--- config.mk ---
export PLATFORM = sky130hd
export DESIGN_NAME = aes_128_keyram_ctrl_flat
export DESIGN_NICKNAME = d
export VERILOG_FILES = /design/src/rtl/aes_128_keyram_ctrl_pkg.sv /design/src/rtl/aes_128_keyram_ctrl_if.sv /design/src/rtl/aes_128_keyram_ctrl.sv /design/src/flat_wrapper.sv
export SDC_FILE = /design/constraint.sdc
export NUM_CORES = 1
export LEC_CHECK = 0
export ABC_AREA = 1
export ABC_CLOCK_PERIOD_IN_PS = 1900
export BUFFER_PORTS_ARGS = -buffer_cell sky130_fd_sc_hd__buf_2
export CAP_MARGIN = 20
export CORE_MARGIN = 4
export CORE_UTILIZATION = 25
export CTS_BUF_LIST = sky130_fd_sc_hd__clkbuf_4 sky130_fd_sc_hd__clkbuf_8
export DETAILED_ROUTE_END_ITERATION = 10
export HOLD_SLACK_MARGIN = 0.03
export SYNTH_ARGS = -nofsm -noshare
export SYNTH_HDL_FRONTEND = slang
export SYNTH_SLANG_ARGS = --single-unit
export TNS_END_PERCENT = 50
--- constraint.sdc ---
create_clock -name clk -period 1.9 [get_ports clk]
set_clock_uncertainty 0.05 [all_clocks]
set_input_delay 0.285 -clock clk [delete_from_list [all_inputs] [get_ports clk]]
set_output_delay 0.285 -clock clk [all_outputs]
set_load 0.01 [all_outputs]
--- src/rtl/aes_128_keyram_ctrl_pkg.sv ---
// Shared constants and FSM encodings for the AES-128 round-key RAM controller.
package aes_keyram_pkg;

    localparam int N_WORDS    = 22;
    localparam int N_ROUNDS   = 11;
    localparam int SW_TIMEOUT = 8;

    typedef enum logic [1:0] {
        L_IDLE,
        L_WRITE,
        L_FULL
    } l_state_e;

    typedef enum logic [1:0] {
        S_RUN,
        S_SWITCH,
        S_WAIT
    } s_state_e;

endpackage

--- src/rtl/aes_128_keyram_ctrl_if.sv ---
// Loader, cipher-core and keyram signals of the round-key controller; master is the controller side.
interface aes_128_keyram_ctrl_if;

    logic        ld_valid;
    logic [63:0] ld_data;
    logic        ld_ready;
    logic        rk_req;
    logic        key_stall;
    logic        en_wr;
    logic [63:0] key_round_wr;
    logic        key_ready;
    logic        switch_key;
    logic        key_idx;

    modport master (
        input  ld_valid, ld_data, rk_req, key_idx,
        output ld_ready, key_stall, en_wr, key_round_wr, key_ready, switch_key
    );

    modport slave (
        output ld_valid, ld_data, rk_req, key_idx,
        input  ld_ready, key_stall, en_wr, key_round_wr, key_ready, switch_key
    );

endinterface

--- src/rtl/aes_128_keyram_ctrl.sv ---
// Double-buffered AES-128 key-schedule controller: loads the shadow buffer, issues round keys
// from the active one, and swaps buffers only at a block boundary.
//
//   state    | meaning
//   L_IDLE   | no words of the next schedule written yet
//   L_WRITE  | partial schedule in the shadow buffer
//   L_FULL   | shadow buffer complete, loader held off until the swap lands
//   S_RUN    | rounds issued from the active buffer
//   S_SWITCH | swap pulse to the keyram, core stalled
//   S_WAIT   | waiting for key_idx to toggle, bounded by SW_TIMEOUT
module aes_128_keyram_ctrl #(
    parameter int N_WORDS    = aes_keyram_pkg::N_WORDS,
    parameter int N_ROUNDS   = aes_keyram_pkg::N_ROUNDS,
    parameter int SW_TIMEOUT = aes_keyram_pkg::SW_TIMEOUT
) (
    input  logic                  clk,
    input  logic                  kill,
    aes_128_keyram_ctrl_if.master bus,
    output logic                  key_valid,
    output logic                  shadow_full,
    output logic                  sw_err
);
    import aes_keyram_pkg::*;

    localparam int RW = $clog2(N_ROUNDS);
    localparam int TW = $clog2(SW_TIMEOUT + 1);

    localparam logic [4:0]    WLAST = 5'(N_WORDS - 1);
    localparam logic [RW-1:0] RLAST = RW'(N_ROUNDS - 1);
    localparam logic [TW-1:0] TLAST = TW'(SW_TIMEOUT - 1);

    l_state_e      l_state;
    s_state_e      s_state;
    logic [4:0]    wcnt;
    logic [RW-1:0] rcnt;
    logic [TW-1:0] tmo;
    logic          idx_q;
    logic          en_wr_q;
    logic [63:0]   wr_data_q;
    logic          key_ready_q;
    logic          accept;
    logic          rk_acc;

    assign bus.ld_ready     = (l_state != L_FULL) && !kill;
    assign bus.key_stall    = (s_state != S_RUN);
    assign bus.switch_key   = (s_state == S_SWITCH);
    assign bus.en_wr        = en_wr_q;
    assign bus.key_round_wr = wr_data_q;
    assign bus.key_ready    = key_ready_q;

    assign accept = bus.ld_valid && bus.ld_ready;
    assign rk_acc = bus.rk_req && key_valid && !bus.key_stall;

    always_ff @(posedge clk) begin
        if (kill) begin
            l_state     <= L_IDLE;
            s_state     <= S_RUN;
            wcnt        <= '0;
            rcnt        <= '0;
            tmo         <= '0;
            idx_q       <= 1'b0;
            en_wr_q     <= 1'b0;
            wr_data_q   <= '0;
            key_ready_q <= 1'b0;
            key_valid   <= 1'b0;
            shadow_full <= 1'b0;
            sw_err      <= 1'b0;
        end else begin
            en_wr_q     <= accept;
            wr_data_q   <= accept ? bus.ld_data : '0;
            key_ready_q <= rk_acc;

            if (accept) begin
                if (wcnt == WLAST) begin
                    wcnt        <= '0;
                    l_state     <= L_FULL;
                    shadow_full <= 1'b1;
                end else begin
                    wcnt    <= wcnt + 5'd1;
                    l_state <= L_WRITE;
                end
            end

            if (rk_acc) begin
                rcnt <= (rcnt == RLAST) ? '0 : rcnt + RW'(1);
            end

            // A swap may only start between blocks; a request in the same cycle starts a block first.
            case (s_state)
                S_RUN: begin
                    if (shadow_full && (rcnt == '0) && !bus.rk_req) begin
                        s_state <= S_SWITCH;
                    end
                end
                S_SWITCH: begin
                    idx_q   <= bus.key_idx;
                    tmo     <= '0;
                    s_state <= S_WAIT;
                end
                S_WAIT: begin
                    if (bus.key_idx != idx_q) begin
                        s_state     <= S_RUN;
                        shadow_full <= 1'b0;
                        key_valid   <= 1'b1;
                        l_state     <= L_IDLE;
                    end else if (tmo == TLAST) begin
                        sw_err  <= 1'b1;
                        s_state <= S_RUN;
                    end else begin
                        tmo <= tmo + TW'(1);
                    end
                end
                default: s_state <= S_RUN;
            endcase
        end
    end

endmodule

--- src/flat_wrapper.sv ---
// flat-port wrapper written by rule: the top's interface ports become plain ports
module aes_128_keyram_ctrl_flat import aes_keyram_pkg::*;
#(
    parameter int N_WORDS    = aes_keyram_pkg::N_WORDS,
    parameter int N_ROUNDS   = aes_keyram_pkg::N_ROUNDS,
    parameter int SW_TIMEOUT = aes_keyram_pkg::SW_TIMEOUT
)
  (clk, kill, key_valid, shadow_full, sw_err, bus_ld_valid, bus_ld_data, bus_rk_req, bus_key_idx, bus_ld_ready, bus_key_stall, bus_en_wr, bus_key_round_wr, bus_key_ready, bus_switch_key);
  aes_128_keyram_ctrl_if bus_i ();
  input  logic clk;
  input  logic kill;
  output logic key_valid;
  output logic shadow_full;
  output logic sw_err;
  input wire logic [$bits(bus_i.ld_valid)-1:0] bus_ld_valid;
  input wire logic [$bits(bus_i.ld_data)-1:0] bus_ld_data;
  input wire logic [$bits(bus_i.rk_req)-1:0] bus_rk_req;
  input wire logic [$bits(bus_i.key_idx)-1:0] bus_key_idx;
  output wire logic [$bits(bus_i.ld_ready)-1:0] bus_ld_ready;
  output wire logic [$bits(bus_i.key_stall)-1:0] bus_key_stall;
  output wire logic [$bits(bus_i.en_wr)-1:0] bus_en_wr;
  output wire logic [$bits(bus_i.key_round_wr)-1:0] bus_key_round_wr;
  output wire logic [$bits(bus_i.key_ready)-1:0] bus_key_ready;
  output wire logic [$bits(bus_i.switch_key)-1:0] bus_switch_key;
  assign bus_i.ld_valid = bus_ld_valid;
  assign bus_i.ld_data = bus_ld_data;
  assign bus_i.rk_req = bus_rk_req;
  assign bus_i.key_idx = bus_key_idx;
  assign bus_ld_ready = bus_i.ld_ready;
  assign bus_key_stall = bus_i.key_stall;
  assign bus_en_wr = bus_i.en_wr;
  assign bus_key_round_wr = bus_i.key_round_wr;
  assign bus_key_ready = bus_i.key_ready;
  assign bus_switch_key = bus_i.switch_key;
  aes_128_keyram_ctrl #(.N_WORDS(N_WORDS), .N_ROUNDS(N_ROUNDS), .SW_TIMEOUT(SW_TIMEOUT)) u_core (.clk(clk), .kill(kill), .bus(bus_i), .key_valid(key_valid), .shadow_full(shadow_full), .sw_err(sw_err));
endmodule
After elaboration in Yosys (flattened, before gate mapping)
Index checks and enable logic that the tools add are counted.
Storage, ports and cells
  bits in registers: 87
  bits of input ports: 69
  output and inout port bits: 72
  word-level logic and storage cells: 63
Operators by class
  add/subtract/negate cells: 3
  equal/unequal tests: 11
  muxes and demuxes: 17
  bitwise logic cells: 2
  reductions and logical operators: 18
Operators by type and width (number)
  $mux W2: 7
  $mux W4: 3
  $add A4 B1 Y4 const B: 2
  $pmux W4 S2: 1
  $logic_and A1 B1 Y1: 6
  $ne A2 B2 Y1 const B: 3
  $pmux W2 S3: 1
  $reduce_and A3 Y1: 2
  $add A5 B1 Y5 const B: 1
  $eq A5 B5 Y1 const B: 1
  $mux W5: 1
  $eq A4 B3 Y1 const B: 1
  $eq A4 B4 Y1 const B: 1
  $logic_not A4 Y1: 1
  $mux W1: 4
  $reduce_and A2 Y1: 2
  $reduce_bool A2 Y1: 2
  $logic_not A1 Y1: 3
  $ne A3 B1 Y1 const B: 1
  $eq A2 B1 Y1 const B: 1
  $eq A2 B2 Y1 const B: 1
  $logic_not A2 Y1: 1
  $ne A2 B1 Y1 const B: 1
  $not A1 Y1: 2
  2 further kinds: 2

Logic depth before layout (Yosys ltp)
  word-level depth: 6
  mapped depth: 8
  gate-level depth less buffers: 8

Least setup slack after synthesis
OpenSTA, ideal clock, no wires.
  kind: reg2reg
  from: register u_core.s_state[0]
  to: register u_core.rcnt[3]
  library setup time: 0.117 ns
  arrival time: 1.071 ns
  data required time: 1.733 ns
  setup slack: 0.663 ns
  cell stages (with the launch flop): 8
  path buffers: 0
  period minus slack after synthesis: 1.237 ns
  cell sequence: dfxtp_1 > inv_1 > ha_1 > nand3_1 > nor2_1 > nand2_1 > o211ai_1 > nor2_1
Between the ends
  cells in the longest elaborated chain, start to end: 3
Ends and longest elaborated chain
  from (decl): line aes_128_keyram_ctrl.sv:33  | s_state_e s_state;
  from (signal assigned): line aes_128_keyram_ctrl.sv:57  | s_state <= S_RUN;
  from (signal assigned): line aes_128_keyram_ctrl.sv:92  | s_state <= S_SWITCH;
  from (signal assigned): line aes_128_keyram_ctrl.sv:98  | s_state <= S_WAIT;
  $reduce_bool A2 Y1: line aes_128_keyram_ctrl.sv:45  | assign bus.key_stall = (s_state != S_RUN);
  $logic_not A1 Y1: line aes_128_keyram_ctrl.sv:52  | assign rk_acc = bus.rk_req && key_valid && !bus.key_stall;
  $logic_and A1 B1 Y1: line aes_128_keyram_ctrl.sv:52
  to (signal assigned): line aes_128_keyram_ctrl.sv:85  | rcnt <= (rcnt == RLAST) ? '0 : rcnt + RW'(1);
  to (decl): line aes_128_keyram_ctrl.sv:35  | logic [RW-1:0] rcnt;
Every way passes these cells.
A chain may end at the register's enable or synchronous reset.

Final worst setup path
  from: register u_core.s_state[0]
  to: output bus_key_stall
Between the ends
  cells in the longest elaborated chain, start to end: 1
Ends and longest elaborated chain
  $reduce_bool A2 Y1: line aes_128_keyram_ctrl.sv:45
  to (decl): line flat_wrapper.sv:20  | output wire logic [$bits(bus_i.key_stall)-1:0] bus_key_stall;
Every way passes these cells.

==> flow_summary.json <==
{
  "clock.fmax_mhz": 643,
  "whs_path_depth": 3,
  "synth_top_family_by_area": "simple AND/OR/NAND/NOR gates",
  "worstReg2RegEnd": "u_core.rcnt[3]$_SDFFE_PP0P_",
  "hold_class": "primary input to flop",
  "diodes": 0,
  "wl_per_cell_um": 10.5,
  "synth_xor_area_share_pct": 0.291,
  "period_minus_slack_ns": 1.55,
  "layout-drive-gt1-share_pct": 34.1,
  "hold_path_end": "u_core.bus.key_round_wr[40]$_SDFF_PP0_",
  "syn_inst": 363,
  "regArea_sq_um": 1740,
  "outcome": "complete, no violations",
  "initial_core_util_pct": 25.9,
  "finalNetCount": 584,
  "drv_slew": 0,
  "synth-simple-area-share_pct": 21.6,
  "setup_viol": 0,
  "hold_start": "bus_ld_data[40]",
  "final_cell_mix": "buf_2 (140), inv_1 (88), dfxtp_1 (87), nor2_1 (78), nand2_1 (36)",
  "leakagePower_uw": 0.00229,
  "muxShareOfSynthArea_pct": 0,
  "cts_tree": "built",
  "grt_pass1_wl_um": 11600,
  "criticalPathCategory": "flop to primary output",
  "worst_skew_pair.late_latency_ns": 0.36,
  "synth_nets": 439,
  "cp-end-kind": "primary output",
  "gp_congestion": 0.763,
  "die_area_sq_um": 13800,
  "tightest_slew_ns": 0.392,
  "synth_cell_type_count": 23,
  "synth_compound_gate_area_share_pct": 4.08,
  "ctsHoldBuffers": 0,
  "cp-start-kind": "flop",
  "drtIter0Drc": 119,
  "grtUsageTotal_pct": 10.3,
  "max_stage_delay_ns": 0.35,
  "cts_resized": 0,
  "antenna_found_initial": 0,
  "multi_input_area_sq_um": 868,
  "fin_tns_setup_ns": 0,
  "powerDensity_nw_per_um2": 889,
  "worstPathMaxFanout": 4,
  "ys_seq_area_share_pct": 57.9,
  "crit_top_cell": "inv_1",
  "path_delay_family": "flip-flops",
  "final_common_cell": "buf_2",
  "dieHeight_um": 118,
  "synth_warnings": 0,
  "area_delta_synth_final_pct": 35.5,
  "maxCapViolations": 0,
  "cp.arrival_ns": 1.22,
  "cts_root_buf": "clkbuf_8",
  "htree_levels": 3,
  "clk_pin_slew_ns": 0.08,
  "cts_setup_buffers": 0,
  "via_count": 2569,
  "die_w_um": 118,
  "synthesis.area_sq_um": 3010,
  "viasPerCell": 3.92,
  "crit_cells": 4,
  "first_pass_iters": 4,
  "ioPinCount": 141,
  "vdd_drop_max_v": 0.000374,
  "io_buffers": 140,
  "grt_start_max_net_pins": 39,
  "p_total_uw": 3620,
  "dp_hpwl_um": 5430,
  "antenna_left": 0,
  "grt_setup_unrepaired": "no",
  "clock-sinks": 87,
  "r2r_cells": 7,
  "reg2reg_setup_slack_ns": 0.45,
  "yosys.area_share.adder_pct": 2.91,
  "rows": 39,
  "avgSynthCellArea_sq_um": 8.28,
  "max_slew_margin_pct": 73.9,
  "drc_errors": 0,
  "finalCritPeriodShare_pct": 81.8,
  "hold_viol": 0,
  "crit-reg2reg-launch": "u_core.s_state[0]$_SDFFE_PP0P_",
  "slowest_stage": "dfxtp_1",
  "critPathLaunch": "u_core.s_state[0]$_SDFFE_PP0P_",
  "nFillCells": 1230,
  "grt_pass1_vias": 2540,
  "cp_cell_sequence": "inv_1 -> ha_1 -> inv_1 -> buf_2",
  "critPathBufInv": 3,
  "grt-ovfl-total": 0,
  "wl_um": 6920,
  "numCtsBuffers": 9,
  "fp.coreArea_sq_um": 11600,
  "crit_required_ns": 1.56,
  "ys_seq_elements": 87,
  "clock_path_buffers": 2
}
## power by group
part	switching [uW]	internal (uW)
combinational	157	127
sequential	17.1	1880
clock	644	791
## layer usage
metal / up-vias / GRT usage [%] / routed length [um] / share of wire [%]
met2: 108 / 16.7 / 3250 / 47
met3: 14 / 5.57 / 649 / 9.4
met1: 1105 / 10.9 / 2860 / 41
li1: 1342 / - / - / -
met5: - / 0 / 0 / 0
met4: 0 / 4.91 / 160 / 2.3
## area by class of cell
class                      instances  area share (%)
clock buffer                      11            3.56
multi-input combinational        178            21.3
clock inverter                     5            2.00
timing repair buffer             143            17.8
tap                              143            4.39
inverter                          89            8.20
sequential                        87            42.8
## logic make-up (layout without fill, tap and decap cells)
| logic type | Yosys count | in the layout |
|---|---|---|
| compound gates | 21 | 21 |
| flops | 87 | 87 |
| fa+ha+maj | 7 | 7 |
| buf+inv | 98 | 248 |
| simple gates | 149 | 149 |
| xor+xnor | 1 | 1 |
## worst max-delay path by stage
stage          slack, ns                                     end
3_5_place_dp        0.48             u_core.rcnt[3]$_SDFFE_PP0P_
5_1_grt             0.24                           bus_key_stall
3_3_place_gp        0.58  u_core.bus.key_round_wr[13]$_SDFF_PP0_
4_1_cts             0.31                           bus_key_stall
2_1_floorplan       0.66             u_core.rcnt[3]$_SDFFE_PP0P_
6_report            0.35                           bus_key_stall
## through the flow
stage                     util, %  setup slack, ns  cell area (sq um)  cells  hold WS (ns)
after floorplan                 -            0.663               3010    363         0.347
after global placement       33.1            0.575               3850    640         0.399
after detailed placement     33.1            0.482               3850    640         0.398
after CTS                    35.1            0.310               4070    656        0.0420
after global routing         35.1            0.245               4070    656        0.0422
final                        35.1            0.345               4070    656        0.0762
## synth_stat cells
library cell   n  area share [%]
a211oi_2       1            0.42
a21oi_1       13             2.2
buf_2          5            0.83
buf_6          3             1.1
clkbuf_1       1            0.12
dfxtp_1       87              58
ha_1           7             2.9
inv_1         88              11
inv_2          1            0.12
nand2_1       36             4.5
nand2_2        1            0.21
nand3_1       11             1.8
nand3_4        1            0.58
nand4_1        7             1.5
nor2_1        78             9.7
nor2_2        11             2.3
nor2b_4        1            0.46
nor3_1         2            0.33
o211ai_1       1            0.25
o21a_1         3            0.75
o21ai_0        3            0.50
or2_1          1            0.21
xor2_1         1            0.29
## worst register-to-register path: cells and delay by family (launching register included)
family / cells / cell delay [ns]
simple gates: 4 / 0.55
flops: 1 / 0.33
fa+ha+maj: 1 / 0.22
buf+inv: 1 / 0.12
compound gates: 1 / 0.09
## flip-flops by register name (all words and copies together) (netlist names)
name and count:
u_core.bus.key_round_wr 64, u_core.wcnt 5, u_core.tmo 4, u_core.rcnt 4
u_core.s_state 2, u_core.l_state 2, u_core.shadow_full 1, u_core.bus.en_wr 1
u_core.idx_q 1, u_core.sw_err 1, u_core.bus.key_ready 1, u_core.key_valid 1
No activity file was read; power rests on OpenSTA's default activity.
